## src/rtl/rom_byte_loader_if.sv

```systemverilog
// Byte-stream in / word-write out bundle for rom_byte_loader.
// master = loader side, slave = source/memory side.
interface rom_byte_loader_if #(
  parameter int ADR_W = 8
);
  logic             in_valid;
  logic [7:0]       in_data;
  logic             in_ready;
  logic             wr_en;
  logic [ADR_W-1:0] wr_adr;
  logic [31:0]      wr_data;

  modport master (
    input  in_valid, in_data,
    output in_ready, wr_en, wr_adr, wr_data
  );

  modport slave (
    output in_valid, in_data,
    input  in_ready, wr_en, wr_adr, wr_data
  );
endinterface

```

## src/rtl/rom_byte_loader.sv

```systemverilog
// Packs a byte stream little-endian into 32-bit words and writes them
// to consecutive word addresses. ROM_LOADER_CHECKSUM_EN adds `checksum`.
module rom_byte_loader #(
  parameter int ADR_W    = 8,
  parameter int LAST_ADR = 2**ADR_W - 1
) (
  input  logic clk,
  input  logic rst,
  input  logic start,
  rom_byte_loader_if.master bus,
  output logic busy,
  output logic done
`ifdef ROM_LOADER_CHECKSUM_EN
  ,
  output logic [7:0] checksum
`endif
);

  localparam logic [ADR_W-1:0] LAST = ADR_W'(LAST_ADR);

  typedef enum logic [1:0] {
    IDLE,
    LOAD,
    WRITE,
    DONE
  } state_t;

  state_t           state;
  logic [ADR_W-1:0] adr;
  logic [1:0]       lane;
  logic [31:0]      asm_q;
  logic             rdy_q;
  logic             wr_en_q;
  logic [ADR_W-1:0] wr_adr_q;
  logic [31:0]      wr_data_q;
  logic             accept;
  logic             go;

  assign accept = bus.in_valid & rdy_q;
  assign go     = start & ((state == IDLE) | (state == DONE));

  assign bus.in_ready = rdy_q;
  assign bus.wr_en    = wr_en_q;
  assign bus.wr_adr   = wr_adr_q;
  assign bus.wr_data  = wr_data_q;

  // Loader FSM: collect four lanes, emit one write, stop after LAST.
  always_ff @(posedge clk) begin
    if (rst) begin
      state     <= IDLE;
      adr       <= '0;
      lane      <= '0;
      asm_q     <= '0;
      rdy_q     <= 1'b0;
      wr_en_q   <= 1'b0;
      wr_adr_q  <= '0;
      wr_data_q <= '0;
      busy      <= 1'b0;
      done      <= 1'b0;
    end else begin
      unique case (state)
        IDLE, DONE: begin
          if (start) begin
            state <= LOAD;
            adr   <= '0;
            lane  <= '0;
            asm_q <= '0;
            rdy_q <= 1'b1;
            busy  <= 1'b1;
            done  <= 1'b0;
          end
        end
        LOAD: begin
          if (accept) begin
            asm_q[{lane, 3'b000} +: 8] <= bus.in_data;
            lane <= lane + 2'd1;
            if (lane == 2'd3) begin
              state     <= WRITE;
              rdy_q     <= 1'b0;
              wr_en_q   <= 1'b1;
              wr_adr_q  <= adr;
              wr_data_q <= {bus.in_data, asm_q[23:0]};
            end
          end
        end
        WRITE: begin
          wr_en_q <= 1'b0;
          if (adr == LAST) begin
            state <= DONE;
            busy  <= 1'b0;
            done  <= 1'b1;
          end else begin
            state <= LOAD;
            adr   <= adr + 1'b1;
            lane  <= '0;
            rdy_q <= 1'b1;
          end
        end
        default: state <= IDLE;
      endcase
    end
  end

`ifdef ROM_LOADER_CHECKSUM_EN
  // Running mod-256 sum of accepted bytes, restarted by each load.
  always_ff @(posedge clk) begin
    if (rst || go) begin
      checksum <= '0;
    end else if (accept) begin
      checksum <= checksum + bus.in_data;
    end
  end
`else
  logic unused_go;
  assign unused_go = go;
`endif

endmodule

```

## src/flat_wrapper.sv

```systemverilog
// flat-port wrapper written by rule: the top's interface ports become plain ports
module rom_byte_loader_flat 
#(
  parameter int ADR_W    = 8,
  parameter int LAST_ADR = 2**ADR_W - 1
)
  (clk, rst, start, busy, done, bus_in_valid, bus_in_data, bus_in_ready, bus_wr_en, bus_wr_adr, bus_wr_data);
  rom_byte_loader_if #(.ADR_W(ADR_W)) bus_i ();
  input  logic clk;
  input  logic rst;
  input  logic start;
  output logic busy;
  output logic done;
  input wire logic [$bits(bus_i.in_valid)-1:0] bus_in_valid;
  input wire logic [$bits(bus_i.in_data)-1:0] bus_in_data;
  output wire logic [$bits(bus_i.in_ready)-1:0] bus_in_ready;
  output wire logic [$bits(bus_i.wr_en)-1:0] bus_wr_en;
  output wire logic [$bits(bus_i.wr_adr)-1:0] bus_wr_adr;
  output wire logic [$bits(bus_i.wr_data)-1:0] bus_wr_data;
  assign bus_i.in_valid = bus_in_valid;
  assign bus_i.in_data = bus_in_data;
  assign bus_in_ready = bus_i.in_ready;
  assign bus_wr_en = bus_i.wr_en;
  assign bus_wr_adr = bus_i.wr_adr;
  assign bus_wr_data = bus_i.wr_data;
  rom_byte_loader #(.ADR_W(ADR_W), .LAST_ADR(LAST_ADR)) u_core (.clk(clk), .rst(rst), .start(start), .bus(bus_i), .busy(busy), .done(done));
endmodule
```

## config.mk

```make
export PLATFORM = sky130hd
export DESIGN_NAME = rom_byte_loader_flat
export DESIGN_NICKNAME = d
export VERILOG_FILES = /design/src/rtl/rom_byte_loader_if.sv /design/src/rtl/rom_byte_loader.sv /design/src/flat_wrapper.sv
export SDC_FILE = /design/constraint.sdc
export NUM_CORES = 1
export LEC_CHECK = 0
export BUFFER_PORTS_ARGS = -buffer_cell sky130_fd_sc_hd__buf_2
export CAP_MARGIN = 20
export CORE_UTILIZATION = 52
export CTS_BUF_LIST = sky130_fd_sc_hd__clkbuf_4 sky130_fd_sc_hd__clkbuf_8
export DETAILED_ROUTE_END_ITERATION = 7
export PLACE_DENSITY = 0.82
export SLEW_MARGIN = 10
export SYNTH_ARGS = -nofsm -noshare
export SYNTH_HDL_FRONTEND = slang
export SYNTH_SLANG_ARGS = --single-unit
```

## constraint.sdc

```tcl
create_clock -name clk -period 1.84 [get_ports clk]
set_input_delay 0.184 -clock clk [delete_from_list [all_inputs] [get_ports clk]]
set_output_delay 0.184 -clock clk [all_outputs]
set_load 0.02 [all_outputs]
```

# Word level (Yosys, flattened, before mapping)
# Cells that the tools add are included.
# classes
n_addsub	3
magnitude_cmp	0
n_reduce_logical	13
n_eq_ne	10
n_bitwise	1
div_mod_pow	0
multipliers	0
muxes	29
n_shift	2
# ops
cell	count
$mux W32	2
$pmux W32 S2	1
$bwmux W32	1
$shift A8 B7 Y32 const A	1
$shiftx A8 B7 Y32	1
$reduce_and A3 Y1	7
$mux W8	2
$pmux W8 S2	1
$mux W2	7
$pmux W2 S3	2
$mux W1	9
$add A8 B1 Y8 const B	1
$eq A8 B8 Y1 const B	1
$neg A5 Y7	1
$eq A2 B2 Y1 const B	3
$ne A2 B1 Y1 const B	3
$pmux W1 S2	3
$reduce_bool A2 Y1	3
$ne A2 B2 Y1 const B	2
$reduce_and A4 Y1	1
$pmux W1 S3	1
$add A2 B1 Y2 const B	1
$eq A2 B1 Y1 const B	1
$logic_not A2 Y1	1
other kinds (2)	2
# word_totals
latch_bits	0
wordCells	68
mem_bits_ro	0
mem_bits_rw	0
output_inout_bits	44
reg_bits	88
n_memories	0
inputBits	12

# Logic depth before layout (Yosys ltp)
# depth
depth_word	5
depth_mapped	8
ltp_nobuf	6

# Worst setup path before layout
# OpenSTA, ideal clock, no wires.
# synth_timing
path_kind	register to register
start	reg u_core.state[0]
end	reg u_core.asm_q[2]
stages_incl_launch_ff	9
setup_slack_ns	-0.087
required_time_ns	1.705
n_path_buf	2
arrival_ns	1.791
path_cell_list	dfxtp_1 > inv_1 > ha_1 > nor2b_4 > buf_6 > or4_4 > buf_6 > nand2_1 > a21oi_1
# synth_between
elab_chain_cells	4
word_cells_on_any_way	9
# synth_lines
element	line	rtl
from (decl)	rom_byte_loader.sv:28	state_t state;
from (signal assigned)	rom_byte_loader.sv:50	state <= IDLE;
from (signal assigned)	rom_byte_loader.sv:64	state <= LOAD;
from (signal assigned)	rom_byte_loader.sv:78	state <= WRITE;
$eq A2 B2 Y1 or $logic_not A2 Y1 (tied branches)	n/a	
$reduce_or A2 Y1	rom_byte_loader.sv:61	unique case (state)
$ne A2 B2 Y1 (no line) or $reduce_bool A2 Y1 (tied branches)	n/a	
$reduce_and A3 Y1 (no line)	n/a	
to (signal, indexed assignment)	rom_byte_loader.sv:75	asm_q[{lane, 3'b000} +: 8] <= bus.in_data;
to (decl)	rom_byte_loader.sv:31	logic [31:0] asm_q;
# Parallel ways exist; a longest one is shown, timed or not.
# A chain may end at the register's enable or synchronous reset.

# Worst setup path after layout
# layout_timing
start	reg u_core.state[0]
end	reg u_core.asm_q[14]
# Same word-level chain as after synthesis.

==> summary.txt <==
CORE AREA: 6100 um2
Layout fillers: 509
ANT nets after route: 0
Area growth syn-to-layout: 18.7%
post-place instance area: 3750 um2
initial antenna violation count: 0
Max Slew Vio Count: 0
Hold Path Depth: 3
commonest non-fill, non-tap cell in the layout: nand2_1
Final WS setup: 0.0675 ns
Peak VDD IR: 0.586 mV
largest net degree at the start of global routing: 39
FMAX: 0.564 GHz
final instance area: 4000 um2
via count: 3,046
Setup violations, final: 0
CTS Buf Count: 9
dpl ws: 0.0244 ns
normalized max-slew margin: 63.8%
drt initial violations: 235
Synth Instances: 405
# IOs: 56
vias in the first global route: 2,706
reg2reg end: u_core.asm_q[14]
YS warnings: 0
Critical Path Source Type: flip-flop
worst r2r src: u_core.state[0]
Mean Syn Cell Area: 8.32 um2
area of the multi-input gates: 1660 um2
Routed WL: 7.77 mm
Mapped Nets: 427
Fin. Hold Viols: 0
Max Buffers Root-to-Sink: 2
Crit. End Element: flip-flop
Std-Cell Rows: 28
clock sinks: 80
TritonRoute pass-1 iters: 5
setup slack, reg-to-reg: 0.07 ns
fraction of layout cells with a size suffix above 1: 25.7%
#FFs+latches synth: 80
Remaining DRCs: 0
CTS Root Cell: clkbuf_8
initial core utilization: 55.3%
sequential share of the synthesized area: 47.5%
DIE WIDTH: 82.5 um
Post-Syn Area: 3370 um2
largest stage delay on the critical path: 0.61 ns
Worst Max-Slew Pin Slew: 0.540 ns
Crit-path slowest cell: or4_4
Max Cap Viol: 0
GP Congestion: 0.856
clock tree from TritonCTS: done
IO buf count: 55
Leak: 1.49 nW
Crit Path Max Fanout: 8
average vias per placed instance: 5.58
Worst Hold End: u_core.bus.wr_data[29]
Die H: 82.5 um
grt ovf: 0
crit path DAT: 1.98 ns
Crit Path Category: reg -> reg
final net count: 488
Die Area: 6810 um2
Power Density: 990 nW/um2
worst reg2reg path depth: 6
drt wl/cell: 14.2 um
count of hold-fix buffers inserted at cts: 0
WP data required: 2.05 ns
Synth Flop Type: dfxtp_1
number of flops mapped to enable cells by yosys: 0
global-route wire length before repair: 12.6 mm
H-Tree Level Count: 3
Tcrit/Tclk final: 96.3%
post-DP HPWL: 5.33 mm
number of diodes: 0
Register Area: 1610 um2
status: finished, final reports clean
GRT Overall Usage: 24.5%
crit path time final: 1.77 ns
cells along the critical path: inv_2, ha_4, nor2b_4, or4_4, nand2_2, a21oi_1
hold path startpoint: bus_in_data[5]
commonest non-fill, non-tap cells in the layout: nand2_1, a21oi_1, dfxtp_1
Yosys cell types: 44
Async S/R FF share, synth: 0%
hold crit path type: in -> reg
Reg clk slew, reported paths: 0.09 ns
Layout Skew: 0.00990 ns
clk_lat worst skew: 0.36 ns
-- metal layers --
metal	wire length [um]	GRT usage [%]	part of all wire, %
met1	3490	31.4	45
met2	3660	40.1	47
met3	476	6.70	6.1
met4	139	7.93	1.8
met5	0	0	0
-- flip-flops by register name (all words and copies together) (netlist names) --
| signal | cells |
|---|---|
| u_core.state | 2 |
| u_core.done | 1 |
| u_core.busy | 1 |
| u_core.lane | 2 |
| u_core.adr | 8 |
| u_core.asm_q | 24 |
| u_core.bus.wr_adr | 8 |
| u_core.bus.in_ready | 1 |
| u_core.bus.wr_data | 32 |
| u_core.bus.wr_en | 1 |
-- through the flow --
| step | instances | TNS, ns | util, % | hold slack, ns | total power, mW |
|---|---|---|---|---|---|
| finish | 546 | 0 | 65.6 | 0.110 | 3.96 |
| CTS | 543 | 0 | 64.8 | 0.0995 | 3.89 |
| floorplan | 405 | 0 | - | 0.320 | 2.56 |
| detailed placement | 525 | 0 | 61.5 | 0.443 | 2.69 |
| global route | 546 | -0.00825 | 65.6 | 0.0958 | 4.15 |
| global placement | 525 | 0 | 61.5 | 0.439 | 2.66 |
-- cells by family after synthesis --
kind of cell / synth area share [%]
multiplexers: 0.631
buffers and inverters: 4.71
AND/OR/NAND/NOR: 27.4
AO/OA/AOI/OAI: 16.1
adder cells (fa/ha/maj): 3.71
flip-flops: 47.5
-- final cells by class --
cell class	count	area share [%]
clock buffers	10	3.44
clock inverters	6	1.09
inverters	6	0.563
multi-input cells	294	41.4
flip-flops and latches	80	40.2
well taps	75	2.35
repair buffers	75	10.9
-- cell usage after synthesis, types with 2 or more instances --
cell	count	area share, %
dfxtp_1	80	48
nand3_1	28	4.2
inv_1	6	0.67
buf_2	6	0.89
or4_4	3	1.0
nand4_1	5	0.93
nor3_1	5	0.74
a21oi_1	77	11
ha_1	10	3.7
a211oi_1	3	0.67
nand2_2	2	0.37
nand3b_1	3	0.67
buf_6	4	1.3
o21ai_0	6	0.89
nor2_1	6	0.67
nor4_4	3	1.9
a21oi_2	2	0.52
clkbuf_1	14	1.6
nor2b_1	3	0.56
a31oi_1	2	0.37
nand4b_1	2	0.52
nand2_1	112	12
and2_1	2	0.37
-- worst max path at each step --
stage,startpoint,endpoint,slack (ns),cells after the start
global placement,u_core.state[0],u_core.asm_q[23],0.08,6
global route,u_core.state[0],u_core.asm_q[14],-0.008,6
floorplan,u_core.state[0],u_core.asm_q[2],0.006,8
finish,u_core.state[0],u_core.asm_q[14],0.07,6
CTS,u_core.state[0],u_core.asm_q[14],0.05,6
detailed placement,u_core.state[1],u_core.asm_q[9],0.02,6
-- critical path: cells and delay by family (launching register included) --
kind,cells,cell delay [ns]
fa+ha+maj,1,0.27
buf+inv,1,0.06
simple gates,3,0.87
compound gates,1,0.06
flops,1,0.38
-- report_power, final --
part,leakage [nW],switching [mW],internal [mW]
sequential,0.647,0.0458,1.78
clock,0.0809,0.660,0.528
combinational,0.758,0.553,0.387
-- timing repair --
item | in CTS | in global routing
resized for setup | 2 | 9
setup buffers | 2 | 2
pin swaps | 1 | 3
gates cloned | 0 | 1
setup endpoints to repair | 1 | 17
Note: power is estimated with default switching activity, not from simulation.
